<file path="config.mk">
export PLATFORM = sky130hd
export DESIGN_NAME = capture_sequencer
export DESIGN_NICKNAME = d
export VERILOG_FILES = /design/src/rtl/capture_sequencer.sv
export SDC_FILE = /design/constraint.sdc
export NUM_CORES = 1
export LEC_CHECK = 0
export ABC_AREA = 1
export CAP_MARGIN = 20
export CORE_UTILIZATION = 55
export DETAILED_ROUTE_END_ITERATION = 8
export PLACE_DENSITY_LB_ADDON = 0.12
export SLEW_MARGIN = 20
export SYNTH_ARGS = -nofsm -noshare
export SYNTH_HDL_FRONTEND = slang
export SYNTH_SLANG_ARGS = --single-unit
</file>
<file path="constraint.sdc">
create_clock -name SysClk -period 3 [get_ports SysClk]
set_input_delay 0.6 -clock SysClk [delete_from_list [all_inputs] [get_ports SysClk]]
set_output_delay 0.6 -clock SysClk [all_outputs]
set_load 0.02 [all_outputs]
</file>
<file path="src/rtl/capture_sequencer.sv">
// Capture sequencer: arms the initial capture FIFOs, waits for a trigger,
// then drains SAMPLE_WORDS words onto a valid/ready stream.
module capture_sequencer #(
    parameter int SAMPLE_WORDS   = 256,
    parameter int TIMEOUT_CYCLES = 1000000,
    parameter int CNT_W          = 16,
    parameter int TMO_W          = 20
) (
    input  logic             SysClk,
    input  logic             Reset,
    input  logic             Arm,
    input  logic             Abort,
    input  logic             DataReady,
    input  logic             DataValid,
    input  logic [31:0]      s1DataOut,
    output logic             EnableDataCapture,
    output logic             RdEn,
    output logic [31:0]      OutData,
    output logic             OutValid,
    input  logic             OutReady,
    output logic             Busy,
    output logic             Done,
    output logic             Short,
    output logic             TimedOut,
    output logic [CNT_W-1:0] WordCount
);

    typedef enum logic [2:0] {
        IDLE,
        WAIT_TRIG,
        READ,
        FLUSH,
        DONE
    } state_t;

    localparam logic [CNT_W-1:0] LAST_WORD = CNT_W'(SAMPLE_WORDS);
    localparam logic [TMO_W-1:0] TMO_LAST  =
        TMO_W'((TIMEOUT_CYCLES > 0) ? TIMEOUT_CYCLES - 1 : 0);
    localparam bit TMO_EN = (TIMEOUT_CYCLES != 0);

    state_t           state_q, state_d;
    logic [CNT_W-1:0] word_cnt_q, word_cnt_d;
    logic [CNT_W-1:0] issued_q, issued_d;
    logic [TMO_W-1:0] tmo_q, tmo_d;
    logic [31:0]      out_data_q, out_data_d;
    logic             out_valid_q, out_valid_d;
    logic             pending_q, pending_d;
    logic             short_q, short_d;
    logic             timed_out_q, timed_out_d;
    logic             rd_en;
    logic             xfer;
    logic             load;

    always_comb begin
        state_d     = state_q;
        word_cnt_d  = word_cnt_q;
        issued_d    = issued_q;
        tmo_d       = tmo_q;
        out_data_d  = out_data_q;
        out_valid_d = out_valid_q;
        pending_d   = pending_q;
        short_d     = short_q;
        timed_out_d = 1'b0;
        rd_en       = 1'b0;
        xfer        = out_valid_q && OutReady;
        load        = DataValid && pending_q && !Abort;

        if (xfer) begin
            out_valid_d = 1'b0;
            if (word_cnt_q != '1) begin
                word_cnt_d = word_cnt_q + 1'b1;
            end
        end
        // A word landing in the same cycle as a transfer refills the slot
        if (load) begin
            out_data_d  = s1DataOut;
            out_valid_d = 1'b1;
            pending_d   = 1'b0;
        end

        unique case (state_q)
            IDLE: begin
                if (Arm && !Abort) begin
                    state_d    = WAIT_TRIG;
                    word_cnt_d = '0;
                    issued_d   = '0;
                    tmo_d      = '0;
                    short_d    = 1'b0;
                end
            end
            WAIT_TRIG: begin
                tmo_d = tmo_q + 1'b1;
                if (DataReady) begin
                    state_d = READ;
                end else if (TMO_EN && tmo_q == TMO_LAST) begin
                    state_d     = IDLE;
                    timed_out_d = 1'b1;
                end
            end
            READ: begin
                rd_en = !pending_q && (issued_q < LAST_WORD) && DataReady
                        && (!out_valid_q || OutReady) && !Abort;
                if (rd_en) begin
                    pending_d = 1'b1;
                    issued_d  = issued_q + 1'b1;
                end
                if (issued_q == LAST_WORD) begin
                    state_d = FLUSH;
                end else if (!DataReady) begin
                    short_d = 1'b1;
                    state_d = FLUSH;
                end
            end
            FLUSH: begin
                if (!pending_q && !out_valid_q) begin
                    state_d = DONE;
                end
            end
            DONE: begin
                state_d = IDLE;
            end
            default: begin
                state_d = IDLE;
            end
        endcase

        if (Abort) begin
            state_d     = IDLE;
            pending_d   = 1'b0;
            out_valid_d = 1'b0;
            timed_out_d = 1'b0;
        end
    end

    always_ff @(posedge SysClk) begin
        if (!Reset) begin
            state_q     <= IDLE;
            word_cnt_q  <= '0;
            issued_q    <= '0;
            tmo_q       <= '0;
            out_data_q  <= '0;
            out_valid_q <= 1'b0;
            pending_q   <= 1'b0;
            short_q     <= 1'b0;
            timed_out_q <= 1'b0;
        end else begin
            state_q     <= state_d;
            word_cnt_q  <= word_cnt_d;
            issued_q    <= issued_d;
            tmo_q       <= tmo_d;
            out_data_q  <= out_data_d;
            out_valid_q <= out_valid_d;
            pending_q   <= pending_d;
            short_q     <= short_d;
            timed_out_q <= timed_out_d;
        end
    end

    assign EnableDataCapture = (state_q == WAIT_TRIG);
    assign RdEn              = rd_en;
    assign OutData           = out_data_q;
    assign OutValid          = out_valid_q;
    assign Busy              = (state_q != IDLE);
    assign Done              = (state_q == DONE) && !Abort;
    assign Short             = short_q;
    assign TimedOut          = timed_out_q;
    assign WordCount         = word_cnt_q;

endmodule

</file>
---- Word level (Yosys, flattened, before mapping) ----
Index checks and enable logic that the tools add are counted.
cells by class
  bitwise gates (word level) .............. 2
  equal/unequal tests ..................... 14
  reduce and logical (&&, ||, !) cells .... 25
  $add $sub $neg .......................... 3
  order comparisons ....................... 1
  muxes and demuxes ....................... 27
operators with widths
  cell                     count
  $mux W16                 6
  $pmux W20 S2             1
  $add A16 B1 Y16 const B  2
  $pmux W16 S2             1
  $add A20 B1 Y20 const B  1
  $eq A20 B20 Y1 const B   1
  $mux W20                 1
  $mux W3                  6
  $eq A16 B9 Y1 const B    1
  $lt A16 B9 Y1 const B    1
  $ne A16 B16 Y1 const B   1
  $pmux W3 S4              1
  $logic_and A1 B1 Y1      10
  $mux W1                  10
  $ne A2 B2 Y1 const B     5
  $reduce_and A4 Y1        2
  $eq A3 B2 Y1 const B     2
  $reduce_bool A2 Y1       3
  $reduce_or A4 Y1         1
  $eq A3 B1 Y1 const B     1
  $eq A3 B3 Y1 const B     1
  $logic_not A1 Y1         3
  $logic_not A3 Y1         1
  $ne A3 B2 Y1 const B     1
  8 further kinds          9
word-level totals
  bits of input ports ..................... 39
  word-level logic and storage cells ...... 81
  flip-flop bits (word level) ............. 91
  output and inout port bits .............. 55

---- Depth between registers and ports, before layout ----
  word-level depth ........................ 7
  depth in mapped cells ................... 11
  gate-level depth less buffers ........... 11

---- Worst setup path after synthesis ----
Ideal clock, no wire load.
  path type ............................... input-to-output
  start point ............................. in Abort
  end point ............................... out RdEn
  required time ........................... 2400 ps
  path buffers ............................ 0
  data arrival time ....................... 1294 ps
  setup slack ............................. 1106 ps
  cell stages on the path ................. 5
  path through ............................ inv_1 nand4_1 nor2_1 nand3_4 inv_1
between the ends
  longest elaborated chain between the ends .. 3
RTL lines
  element              line  source
  start: declaration   12    input logic Abort,
  $logic_not A1 Y1     102   && (!out_valid_q || OutReady) && !Abort;
  $logic_and A1 B1 Y1  102
  $mux W1              81    unique case (state_q)
  end: declaration     17    output logic RdEn,
Every way passes these cells.

---- Final worst setup path ----
Same ends and word-level chain as after synthesis.

==> implementation parameters <==
Parameter                              Value

CTS
  TritonCTS clock tree    built
  Post-CTS setup repair buffer count    0
  CTS H-tree lvls    3
  CTS hold repair buffers    0
  Post-cts resize count    0
  Clock tree root buffer cell    clkbuf_8
  Clock tree buffer depth    2
  Clock-pin slew reported for the worst setup and hold paths after clock tree synthesis    about 70 ps
  Clock insertion delay at the later pin of the skew report    360 ps
  Clock buffer count from CTS    9
  Number of clock sinks seen by CTS    91

Synthesis
  Cell type with the largest total area after synthesis    dfxtp_1
  FF+latch count, synth    91
  Area share of the largest cell type after synthesis    42.4%
  Top cells by area in the synthesized netlist    dfxtp_1, nor2_1, nand2_1
  Distinct cell type count of the synthesized netlist    36
  Sequential-to-total area share from yosys stat    42.4%
  Number of instances in the synthesized netlist    624
  Syn nets    ~670
  Total number of yosys warnings    0
  Avg Inst Size Synth    about 6.9 sq um
  Synth Cell Area    roughly 0.0043 sq mm

Drt
  Drt via density    5.22
  Starting DRC count in detailed routing    219
  Final Routed Wirelength    slightly above 10 mm
  Overall via count from detail_route    4273
  Number of DRC violations after detailed routing    0
  Routed Antenna Nets    0
  1st-pass router iterations    6
  Routed WL per cell    12.6 microns

Placement
  Count of buffers from port buffering    between 90 and 100
  Number of cells in the design after placement    804
  RePlAce Congestion    between 0.9 and 1
  Detailed Place HPWL    approximately 7.4 mm
  Placed Area    roughly 0.0053 sq mm

Critical path
  Bufs and invs on worst path    4
  Startpoint type of the worst setup path    primary input
  Data arrival time of the critical path    2260 ps
  CP endpoint kind    output port
  Category of cells accounting for the largest share of critical-path delay    buffers and inverters
  Reg-to-reg startpoint    tmo_q[0]
  Longest individual stage delay on the worst path    600 ps
  Crit path max-delay cell type    clkdlybuf4s50_1
  Maximum fanout along the worst path    3
  Critical R2R Capture    state_q[0]
  Setup slack of the most critical reg-to-reg path    1340 ps
  Class of the most critical setup path    primary input to output port
  Required time of the critical path    2400 ps
  Length in cells of the worst reg-to-reg path    10
  Ordered list of cells on the worst path    clkdlybuf4s50_1 > inv_1 > nand4_1 > nor2_1 > nand3_4 > inv_1 > clkdlybuf4s50_1

Floorplan
  Core region area    approximately 0.0074 sq mm
  Die area    0.00816 sq mm
  Number of standard-cell rows in the floorplan    31
  Die extent in y    about 90 microns
  Count of pins on the block boundary    94
  Chip width    90.3 microns
  Initial Utilization    57.9%

STA
  Final-report max-slew violation count    0
  Unrepaired setup endpoints after global routing    no
  Worst clock skew    19.2 ps
  Clock period minus worst slack    2860 ps
  Final count of hold timing violations    0
  Final setup TNS    0 ps
  Relative slew slack    31.7%
  Ratio of final minimum period to clock period    a little over nine tenths
  Max Clk Rate    0.350 GHz
  Tightest Pin Transition    about 1000 ps
  Final-report setup violation count    0

Pwr
  Cell internal pwr    around 1.7 mW
  Part of the total power dissipated in sequential elements    56.3%
  Portion of total power attributed to the clock network    37.6%
  Total net switching power    481 uW
  Comb power frac    6.2%
  Switching power as a share of total power    22.3%
  Power Density    392 mW/mm^2
  Max rail drop VDD    approximately 340 uV
  P_leak    2.12 nW

Final layout
  Layout Cells excl Fill    818
  Layout cell share with drive strength beyond 1    6.26%
  Diode insertion count for antenna repair    0
  Sequential cell area    0.00182 sq mm
  Cell area after layout    0.00549 sq mm
  Filler instances    599
  Multi-input logic area    0.00213 sq mm
  Area growth from synthesis to layout    28.0%
  Most frequent standard cell in the layout excluding fill and tap cells    nor2_1
  Number of nets at the end of the flow    between 700 and 800
  Commonest cells after routing, fill and taps aside    nor2_1, nand2_1, clkdlybuf4s50_1

Global route
  Total GRT Usage    26.2%
  Number of global-route vias before repair    3933
  Initial antenna violation count    0
  Pin count of the biggest net entering global routing    42
  Total congestion overflow after global routing    0
  Global-route wire length before repair    17.7 mm

Min path
  Worst Hold Depth    2
  Hold WC Path Type    flop to flop
  Hold Startpoint    issued_q[13]
  Sink of the worst hold path    issued_q[13]

Run status
  Run status    finished clean

Run
  Max-cap violations    0
## state kept, by name, indices dropped and copies added (netlist names)
name       flops
OutData       32
OutValid       1
tmo_q         20
TimedOut       1
Short          1
issued_q      16
pending_q      1
state_q        3
WordCount     16
## synth_stat cells, drive strengths merged
master / number
nor3b: 2
nor4: 2
nand3b: 4
xor2: 5
nand3: 38
o31ai: 3
nand4: 7
o21ai: 57
a211oi: 1
nor3: 16
ha: 4
o22ai: 1
o21bai: 1
and2: 1
inv: 66
xnor2: 2
or2: 1
dfxtp: 91
clkbuf: 12
nor2: 134
o221ai: 1
o21a: 1
buf: 7
a21boi: 1
nand2: 127
a21oi: 39
## how the worst max path moves through the flow
stage          start  slack (ps)  cells past startpoint   end
4_1_cts        Abort         130                      7  RdEn
3_5_place_dp   Abort         140                      7  RdEn
3_3_place_gp   Abort         160                      7  RdEn
2_1_floorplan  Abort        1110                      5  RdEn
5_1_grt        Abort          20                      7  RdEn
6_report       Abort         140                      7  RdEn
## cell type report
class,instances,share of cell area [%]
multi-input combinational,448,38.8
sequential,91,33.2
timing repair buffer,100,17.9
inverter,66,4.51
clock buffer,12,2.64
tap,99,2.26
clock inverter,2,0.683
## power by group through the flow
stage | registers (mW) | clock network, mW | logic, mW
3_5_place_dp | 1.24 | 0 | 0.132
4_1_cts | 1.21 | 0.828 | 0.133
6_report | 1.21 | 0.809 | 0.133
3_3_place_gp | 1.24 | 0 | 0.130
2_1_floorplan | 1.24 | 0 | 0.0613
5_1_grt | 1.21 | 0.866 | 0.144
## worst register-to-register path, stage by stage (launching register included)
cell and delay [ps]:
dfxtp_1 380, ha_1 180, nand2_1 80, nor2_1 190
nand2_1 130, nor2_1 130, nand2_1 100, nand2_1 150
nand3_1 100, nand2_1 80, nor2_1 40
## routing by layer
layer / track usage [%] / vias to the layer above / wire, microns
met4: 10.5 / 0 / 200
li1: - / 2183 / -
met2: 42.2 / 145 / 4800
met1: 33.3 / 1927 / 4510
met5: 0 / - / 0
met3: 6.99 / 18 / 796
## logic make-up (layout without fill, tap and decap cells)
group	after synthesis	after routing	share of synthesized area [%]
adders and majority gates	4	4	1.17
and+or+nand+nor	332	332	34.3
xor gates and xnor gates	7	7	1.43
buffers and inverters	85	180	7.93
DFF	91	91	42.4
AOI/OAI and AO/OA	105	105	12.8
## metrics by stage
stage | util (%) | hold slack (ps) | worst slack [ps] | total power [mW]
floorplan | - | 417 | 1110 | 1.30
global placement | 71.7 | 425 | 163 | 1.37
detailed placement | 71.7 | 429 | 142 | 1.37
CTS | 74.1 | 440 | 126 | 2.17
global route | 74.1 | 476 | 18.4 | 2.22
finish | 74.1 | 439 | 144 | 2.16
Note: power is estimated with default switching activity, not from simulation.
